**src/rtl/softmax_norm.sv**
```systemverilog
// softmax_norm: buffers one row of e^x values, sums them, then divides each
// entry by the row sum with a bit-serial restoring divider and streams the
// normalized probabilities out with a valid/ready handshake.
//
// state    | meaning
// ---------+----------------------------------------------------------------
// COLLECT  | accepting ex_in into the row buffer and accumulating the sum
// DIVIDE   | computing one quotient bit per cycle for entry r_idx
// EMIT     | holding p_out/p_last/p_vld until the consumer takes the entry
module softmax_norm #(
    parameter int ROW_LEN    = 4,
    parameter int DIV_CYCLES = 9
) (
    input  logic       clk,
    input  logic       rst_n,
    input  logic [8:0] ex_in,
    input  logic       ex_vld,
    output logic       ex_rdy,
    output logic [7:0] p_out,
    output logic       p_vld,
    input  logic       p_rdy,
    output logic       p_last
);

    localparam int IDX_W = $clog2(ROW_LEN);
    localparam int SUM_W = 9 + IDX_W;
    // Partial remainder is always below 2*sum, so one extra bit suffices.
    localparam int REM_W = SUM_W + 1;
    localparam int CNT_W = $clog2(DIV_CYCLES + 1);

    localparam logic [IDX_W-1:0] LAST_IDX = IDX_W'(ROW_LEN - 1);
    localparam logic [CNT_W-1:0] LAST_IT  = CNT_W'(DIV_CYCLES - 1);

    typedef enum logic [1:0] {
        S_COLLECT = 2'd0,
        S_DIVIDE  = 2'd1,
        S_EMIT    = 2'd2
    } state_t;

    state_t                r_state;
    logic [IDX_W-1:0]      r_idx;
    logic [SUM_W-1:0]      r_sum;
    logic [CNT_W-1:0]      r_iter;
    logic [REM_W-1:0]      r_rem;
    logic [DIV_CYCLES-1:0] r_quo;
    logic [7:0]            r_p_out;
    logic                  r_p_vld;
    logic                  r_p_last;
    logic [8:0]            r_buf [ROW_LEN];

    logic [8:0]            w_ent;
    logic [REM_W-1:0]      w_rem_in;
    logic                  w_ge;
    logic [REM_W-1:0]      w_rem_sub;
    logic [REM_W-1:0]      w_rem_nxt;
    logic [DIV_CYCLES-1:0] w_quo;
    logic [7:0]            w_p;
    logic                  w_ex_xfer;

    assign ex_rdy    = (r_state == S_COLLECT);
    assign w_ex_xfer = ex_vld && ex_rdy;
    assign p_out     = r_p_out;
    assign p_vld     = r_p_vld;
    assign p_last    = r_p_last;

    // Fractional long division: the entry itself is the first partial
    // remainder (entry <= sum, so the first quotient bit has weight 256);
    // each step compares against sum, subtracts when it fits, then doubles.
    assign w_ent     = r_buf[r_idx];
    assign w_rem_in  = (r_iter == '0) ? REM_W'(w_ent) : r_rem;
    assign w_ge      = (w_rem_in >= REM_W'(r_sum));
    assign w_rem_sub = w_ge ? (w_rem_in - REM_W'(r_sum)) : w_rem_in;
    assign w_rem_nxt = w_rem_sub << 1;
    assign w_quo     = {r_quo[DIV_CYCLES-2:0], w_ge};

    // Saturate to UQ0.8; an all-zero row forces zero instead of the
    // all-ones quotient a divide by zero would produce.
    always_comb begin
        w_p = 8'd0;
        if (r_sum != '0) begin
            if (|w_quo[DIV_CYCLES-1:8]) w_p = 8'hFF;
            else                        w_p = w_quo[7:0];
        end
    end

    // Row buffer write; contents need no reset since every entry is written
    // before it is read.
    always_ff @(posedge clk) begin
        if (w_ex_xfer) r_buf[r_idx] <= ex_in;
    end

    // Control FSM with registered outputs.
    always_ff @(posedge clk or negedge rst_n) begin
        if (!rst_n) begin
            r_state  <= S_COLLECT;
            r_idx    <= '0;
            r_sum    <= '0;
            r_iter   <= '0;
            r_rem    <= '0;
            r_quo    <= '0;
            r_p_out  <= 8'd0;
            r_p_vld  <= 1'b0;
            r_p_last <= 1'b0;
        end else begin
            case (r_state)
                S_COLLECT: begin
                    if (ex_vld) begin
                        r_sum <= r_sum + SUM_W'(ex_in);
                        if (r_idx == LAST_IDX) begin
                            r_idx   <= '0;
                            r_iter  <= '0;
                            r_rem   <= '0;
                            r_state <= S_DIVIDE;
                        end else begin
                            r_idx <= r_idx + IDX_W'(1);
                        end
                    end
                end
                S_DIVIDE: begin
                    r_rem <= w_rem_nxt;
                    r_quo <= w_quo;
                    if (r_iter == LAST_IT) begin
                        r_iter   <= '0;
                        r_rem    <= '0;
                        r_p_out  <= w_p;
                        r_p_last <= (r_idx == LAST_IDX);
                        r_p_vld  <= 1'b1;
                        r_state  <= S_EMIT;
                    end else begin
                        r_iter <= r_iter + CNT_W'(1);
                    end
                end
                S_EMIT: begin
                    if (p_rdy) begin
                        r_p_vld <= 1'b0;
                        if (r_idx == LAST_IDX) begin
                            r_idx   <= '0;
                            r_sum   <= '0;
                            r_state <= S_COLLECT;
                        end else begin
                            r_idx   <= r_idx + IDX_W'(1);
                            r_state <= S_DIVIDE;
                        end
                    end
                end
                default: r_state <= S_COLLECT;
            endcase
        end
    end

endmodule

```
**config.mk**
```make
export PLATFORM = sky130hd
export DESIGN_NAME = softmax_norm
export DESIGN_NICKNAME = d
export VERILOG_FILES = /design/src/rtl/softmax_norm.sv
export SDC_FILE = /design/constraint.sdc
export NUM_CORES = 1
export LEC_CHECK = 0
export CORE_ASPECT_RATIO = 1.1
export CORE_MARGIN = 3
export CORE_UTILIZATION = 50
export DETAILED_ROUTE_END_ITERATION = 6
export GPL_TIMING_DRIVEN = 1
export PLACE_DENSITY = 0.71
export SETUP_SLACK_MARGIN = 0.02
export SYNTH_ARGS = -nofsm -noshare
export SYNTH_HDL_FRONTEND = slang
export SYNTH_SLANG_ARGS = --single-unit
```
**constraint.sdc**
```tcl
create_clock -name clk -period 3.17 [get_ports clk]
set_clock_uncertainty 0.1 [all_clocks]
set_input_delay 0.634 -clock clk [delete_from_list [all_inputs] [get_ports clk]]
set_output_delay 0.634 -clock clk [all_outputs]
set_load 0.02 [all_outputs]
```
==> metrics, run 1 <==
Num CTS Buffers 9; Crit path largest cell delay 0.53 ns; vias in the first global route 3,169; crit path launch type flop; CTS tree built; Seq pwr share 25.6%; EDFF count, synth 36; most frequent cell on the critical path buf_6; dpl cells 557; Arrival @ worst endpoint 3.24 ns; Std-Cell Rows 35; HP Class in -> async; P_sw 0.00272 W; Synth Flop Type dfrtp_1; Slowest-stage cell, CP mux4_2; asr flop ratio synth 57.1%; Leak 2.34 nW; starting density of the core 52.5%; Die Width 96.5 um; fin nets 510; Die Y-Extent 106 um; Max Slew Vio Count 0; routed vias 3,323; CP Max Fanout 7; Layout Utilization 64.1%; RSZ-0062 raised after global routing true; overall global routing resource usage 20.2%; synth warn 0; worst r2r src r_idx[0]; global-route wire length before repair 15,800 um; Reg clk slew, reported paths 0.09 ns; total gr overflow 0; number of I/O port buffers 23; CP bufs+invs 4; CTS max path bufs 2; GP Congestion 0.900; Yosys cell types 53; f_max 321 MHz; hold buffer count at CTS 0; max-cap viol count 0; H-tree depth 3; Avg WL per Cell 17.0 um; Starting DRT DRC Count 172; worst-margin pin slew 0.544 ns; Combinational Power Share 63.0%; cells along the critical path clkbuf_16 > mux4_2 > mux2_4 > ha_4 > a21oi_2 > o211ai_1 > a21oi_4 > buf_6 > o21ai_4 > buf_12 > buf_6 > mux2i_1 > o21ai_1; Post-Syn Area 4500 um2; # diodes 0; vias per cell 5.69; flops & latches, synth 84; detailed placement HPWL 6840 um; Synth Net Count 448; CP endpoint kind flop; period utilization 98.1%; CTS root buf clkbuf_8; clk_lat worst skew 0.35 ns; Core ar. 8580 um2; initial antenna violation count 0; maximum VDD drop 0.489 mV; Crit path max-delay family multiplexers; DRC 0; Avg Inst Size Synth 11.1 um2; die area 10,200 um2; Post-Layout Cell Count 584; Clk pwr share 11.3%; Crit path required time 3.30 ns; total clock sinks 84; Detail Route Antenna Nets 0; Area Growth Syn to Fin 22.1%; # setup viols final 0; Post-Syn Instances 406; Fin. Hold Viols 0; share of cells above drive strength 1 22.4%; status finished clean; largest net degree at the start of global routing 23; P per Cell Area 1210 nW/um2; sw frac 40.9%; Tmin final 3.11 ns; Pre-antenna DRT Iters 6; sequential fraction of the synthesis area 50.7%; crit path from r_idx[0]; final WL 9930 um; Crit Path Class reg -> reg; Relative slew margins 63.7%; Int Power 0.00394 W; # IOs 24
-- final cells by class --
| class | instances | area [um2] |
|---|---|---|
| fill | 697 | 3090 |
| multi-input combinational | 291 | 2210 |
| sequential | 84 | 2280 |
| clock buffer | 10 | 128 |
| inverter | 18 | 67.6 |
| timing repair buffer | 64 | 607 |
| clock inverter | 6 | 63.8 |
| tap | 111 | 139 |
-- Yosys cell counts (2+ instances only) --
master,number,share of area (%)
inv_1,17,1.4
mux2i_1,8,1.8
a21o_1,5,0.83
nor2b_1,3,0.42
o21a_1,2,0.33
nand3_1,5,0.56
dfrtp_1,48,27
fa_1,2,0.89
a31o_2,3,0.58
a21oi_2,3,0.58
clkbuf_1,6,0.50
a21oi_1,12,1.3
nor4_1,2,0.28
mux4_2,9,4.5
mux2_2,10,2.5
o211ai_1,4,0.67
ha_1,27,7.5
buf_6,3,0.75
xor2_1,4,0.78
and2_1,2,0.28
o21ai_0,34,3.8
edfxtp_1,36,24
buf_2,2,0.22
clkbuf_8,2,0.61
nor2_1,29,2.4
nand2_1,70,5.8
and3_1,4,0.56
xnor2_1,11,2.1
nor3_1,4,0.44
o21ai_1,4,0.44
a22o_1,9,1.8
nand2b_1,5,0.69
-- worst register-to-register path, stage by stage (launching register included) --
cell       delay (ns)
dfrtp_2          0.42
clkbuf_16        0.17
mux4_2           0.53
mux2_4           0.30
ha_4             0.29
a21oi_2          0.06
o211ai_1         0.26
a21oi_4          0.07
buf_6            0.13
o21ai_4          0.16
buf_12           0.15
buf_6            0.10
mux2i_1          0.18
o21ai_1          0.08
-- kinds of logic (layout without fill, tap and decap cells) --
logic type,after synthesis,count (layout),share of synthesized area (%)
AOI/OAI and AO/OA,85,86,12.0
xor gates and xnor gates,15,15,2.92
adders and majority gates,29,29,8.39
buffers and inverters,32,98,3.67
DFF,84,84,50.7
muxes,27,27,8.78
and+or+nand+nor,134,134,13.6
-- timing repair --
item / CTS / global route
buffers inserted: 5 / 4
gates cloned: 0 / 2
pin swaps: 1 / 7
hold endpoints to repair: 0 / 0
setup endpoints to repair: 13 / 12
resized for setup: 3 / 28
-- layout by cell type (no fill, tap or decap), types with 3 or more instances in the layout --
cell type	n
a21o_1	5
a21oi_1	10
a21oi_2	4
a22o_1	9
a31o_2	3
and3_1	4
buf_12	3
buf_4	32
buf_6	5
clkbuf_8	9
clkdlybuf4s50_1	22
dfrtp_1	46
edfxtp_1	36
ha_1	22
ha_4	5
inv_1	17
mux2_2	5
mux2_4	5
mux2i_1	8
mux4_2	9
nand2_1	69
nand2b_1	5
nand3_1	3
nor2_1	27
nor2b_1	3
nor3_1	4
o211ai_1	4
o21ai_0	33
o21ai_1	4
xnor2_1	11
xor2_1	4
-- final timing paths --
| check | cells past startpoint | slack [ns] | to |
|---|---|---|---|
| worst max-delay path | 13 | 0.06 | r_rem[9] |
| worst min-delay path | 1 | 0.16 | r_iter[3] |
| worst max register to register | 13 | 0.06 | r_rem[9] |
| worst min register to register | 2 | 0.39 | p_out[6] |
| max in group asynchronous | 2 | 2.17 | r_rem[6] |
| min in group clk | 2 | 0.39 | p_out[6] |
-- routing by layer --
metal	share of wire [%]	track usage, %	routed length, um
met5	0	0	0
met4	2.0	5.21	194
met3	5.9	4.93	589
met2	48	30.5	4750
met1	44	29.1	4400
-- power groups by stage --
stage | Combinational [W] | Clock [W] | Sequential [W]
6_report | 0.00420 | 0.000754 | 0.00171
5_1_grt | 0.00459 | 0.000808 | 0.00175
4_1_cts | 0.00360 | 0.000766 | 0.00170
3_5_place_dp | 0.00346 | 0 | 0.00172
3_3_place_gp | 0.00338 | 0 | 0.00170
2_1_floorplan | 0.00242 | 0 | 0.00168
-- per-stage QoR --
stage          hold WS (ns)  instance area (um2)  setup TNS (ns)  worst slack, ns  power [W]
2_1_floorplan         0.238                 4500               0           0.0754    0.00410
3_3_place_gp          0.360                 5020           -1.88           -0.206    0.00508
3_5_place_dp          0.369                 5020           -2.75           -0.296    0.00518
4_1_cts               0.160                 5270               0           0.0147    0.00606
5_1_grt               0.179                 5500         -0.0806          -0.0347    0.00715
6_report              0.157                 5500               0           0.0589    0.00667
-- registers in the layout, summed over array words and instances, names as in the netlist --
signal / flops
r_buf: 36
r_rem: 11
r_sum: 11
p_out: 8
r_quo: 8
r_iter: 4
r_idx: 2
r_state: 2
p_last: 1
p_vld: 1
Note: power is estimated with default switching activity, not from simulation.
==> inputs of run 2 (changes only) <==
--- a/config.mk
+++ b/config.mk
@@ -5,12 +5,13 @@
 export SDC_FILE = /design/constraint.sdc
 export NUM_CORES = 1
 export LEC_CHECK = 0
-export CORE_ASPECT_RATIO = 1.1
+export CORE_ASPECT_RATIO = 0.8
 export CORE_MARGIN = 3
 export CORE_UTILIZATION = 50
 export DETAILED_ROUTE_END_ITERATION = 6
 export GPL_TIMING_DRIVEN = 1
 export PLACE_DENSITY = 0.71
+export RECOVER_POWER = 50
 export SETUP_SLACK_MARGIN = 0.02
 export SYNTH_ARGS = -nofsm -noshare
 export SYNTH_HDL_FRONTEND = slang
==> metrics, run 2 (synthesis results as in run 1) <==
vias per cell 5.74 (+0.80%); vias in the first global route 3,461 (+9.2%); initial antenna violation count 0 (unchanged); # setup viols final 0 (unchanged); largest net degree at the start of global routing 24 (+4.3%); Relative slew margins 6.70% (-57 points); Core ar. 8630 um2 (+0.58%); P per Cell Area 1250 nW/um2 (+2.7%); reg2reg setup slack 0.03 ns (-0.03 ns); Tmin final 3.14 ns (+0.0259 ns); RSZ-0062 raised after global routing true; final total power 0.00699 W (+4.8%); # diodes 0 (unchanged); detailed placement HPWL 7270 um (+6.2%); Detail Route Antenna Nets 0 (unchanged); critical path capture point r_rem[6]; Post-Layout Cell Count 583 (-0.17%); commonest non-fill, non-tap cell in the layout nand2_1; Combinational Power Share 59.6% (-3.4 points); max-cap viol count 0 (unchanged); Placed Instance Area 5010 um2 (-0.12%); total clock sinks 84 (unchanged); CTS tree built; total gr overflow 0 (unchanged); Reg clk slew, reported paths 0.06 ns (-0.03 ns); Clk pwr share 15.9% (+4.6 points); CTS max path bufs 2 (unchanged); Pre-antenna DRT Iters 5 (-1); P_sw 0.00282 W (+3.6%); die area 10,200 um2 (about the same); dpl cells 557 (unchanged); Arrival @ worst endpoint 3.26 ns (+0.02 ns); Num CTS Buffers 9 (unchanged); Seq pwr share 24.5% (-1.1 points); DRC 0 (unchanged); Crit path max-delay family multiplexers; HP Class reg -> reg; crit path from r_idx[0]; Avg WL per Cell 18.5 um (+9.1%); Biggest register r_buf; overall global routing resource usage 21.6% (+1.4 points); R2R depth 12 (-1); # IOs 24 (unchanged); H-tree depth 3 (unchanged); most frequent cells in the layout nand2_1 (68), dfrtp_1 (47), edfxtp_1 (36); GP Congestion 0.878 (-2.4%); Layout Utilization 65.0% (+0.93 points); Slowest-stage cell, CP mux4_2; period utilization 99.0% (+0.82 points); CP Max Fanout 5 (-2); sw frac 40.4% (-0.48 points); reg2reg end r_rem[6]; max FFs per register 36 (unchanged); Crit Path Class reg -> reg; crit path launch type flop; cells along the critical path clkbuf_16 > buf_4 > mux4_2 > mux2_4 > ha_4 > o21a_1 > o31a_1 > buf_4 > o21a_1 > nor2_1 > xnor2_1 > a31o_2; CP bufs+invs 3 (-1); Crit path required time 3.30 ns (about the same); Int Power 0.00416 W (+5.7%); routed vias 3,344 (+0.63%); CTS root buf clkbuf_16; Die Width 112 um (+16%); Std-Cell Rows 30 (-14%); fin nets 508 (-0.39%); starting density of the core 52.2% (-0.30 points); worst-margin pin slew 1.40 ns (+0.855 ns); CP endpoint kind flop; f_max 319 MHz (-0.82%); WP depth 12 (-1); Die Y-Extent 90.9 um (-14%); clk_lat worst skew 0.34 ns (about the same); Max Slew Vio Count 0 (unchanged); worst r2r src r_idx[0]; share of cells above drive strength 1 22.9% (+0.52 points); status finished clean; final instance area 5610 um2 (+2.0%); Leak 2.38 nW (+1.6%); Area Growth Syn to Fin 24.6%; Sum Neg Setup Slack 0 ns (unchanged); maximum VDD drop 0.693 mV (+42%); Fin. Hold Viols 0 (unchanged); Starting DRT DRC Count 268 (+56%); Crit path largest cell delay 0.52 ns (about the same); global-route wire length before repair 17,500 um (+11%); Regs by FF count r_buf x36, r_rem x11, r_sum x11; final WL 10,800 um (+8.9%); number of I/O port buffers 23 (unchanged)
[run 2: final cells by class]
class / count / area (um2)
inverters: 18 / 67.6
well taps: 112 / 140
multi-input cells: 290 / 2250
fillers: 664 / 3020
repair buffers: 63 / 547
clock buffers: 10 / 250
clock inverters: 6 / 68.8
flip-flops and latches: 84 / 2280
[run 2: routing by layer]
metal  global-route usage (%)  vias up  share of wire, %  wire length, um
met4                     7.41        0               1.5              165
met3                     4.42       18               6.0              646
met2                     32.7       89                48             5190
met5                        0        -                 0                0
met1                     30.9     1664                44             4810
li1                         -     1573                 -                -
[run 2: stage by stage]
step,setup WS (ns),hold slack [ns]
after floorplan,0.0754,0.238
after detailed placement,-0.189,0.373
after CTS,0.0237,0.197
final,0.0330,0.384
after global placement,-0.112,0.367
after global routing,-0.0403,0.421
[run 2: how the worst min path moves through the flow]
| stage | startpoint | endpoint | depth (start not counted) |
|---|---|---|---|
| floorplan | rst_n | p_last | 0 |
| global placement | p_out[4] | p_out[4] | 2 |
| detailed placement | p_out[1] | p_out[1] | 2 |
| CTS | rst_n | r_rem[10] | 1 |
| global route | p_out[4] | p_out[4] | 2 |
| finish | p_out[5] | p_out[5] | 2 |
[run 2: timing repair]
| item | 4_1_cts | 5_1_grt |
|---|---|---|
| hold buffers | 0 | 0 |
| cloned | 0 | 1 |
| hold endpoints to repair | 0 | 0 |
| endpoints found under the setup margin | 12 | 6 |
| pin swaps | 2 | 12 |
| buffers inserted | 5 | 4 |
| resized for setup | 10 | 26 |
[run 2: worst reg2reg max path: stages, from the launching register on]
cell       delay [ns]
dfrtp_2          0.43
clkbuf_16        0.17
buf_4            0.10
mux4_2           0.52
mux2_4           0.30
ha_4             0.26
o21a_1           0.20
o31a_1           0.17
buf_4            0.17
o21a_1           0.17
nor2_1           0.11
xnor2_1          0.09
a31o_2           0.25
[run 2: power by group through the flow]
stage,clock (W),combinational [W],sequential [W]
finish,0.00111,0.00416,0.00172
detailed placement,0,0.00343,0.00171
global route,0.00117,0.00456,0.00175
floorplan,0,0.00242,0.00168
CTS,0.00112,0.00365,0.00169
global placement,0,0.00334,0.00170
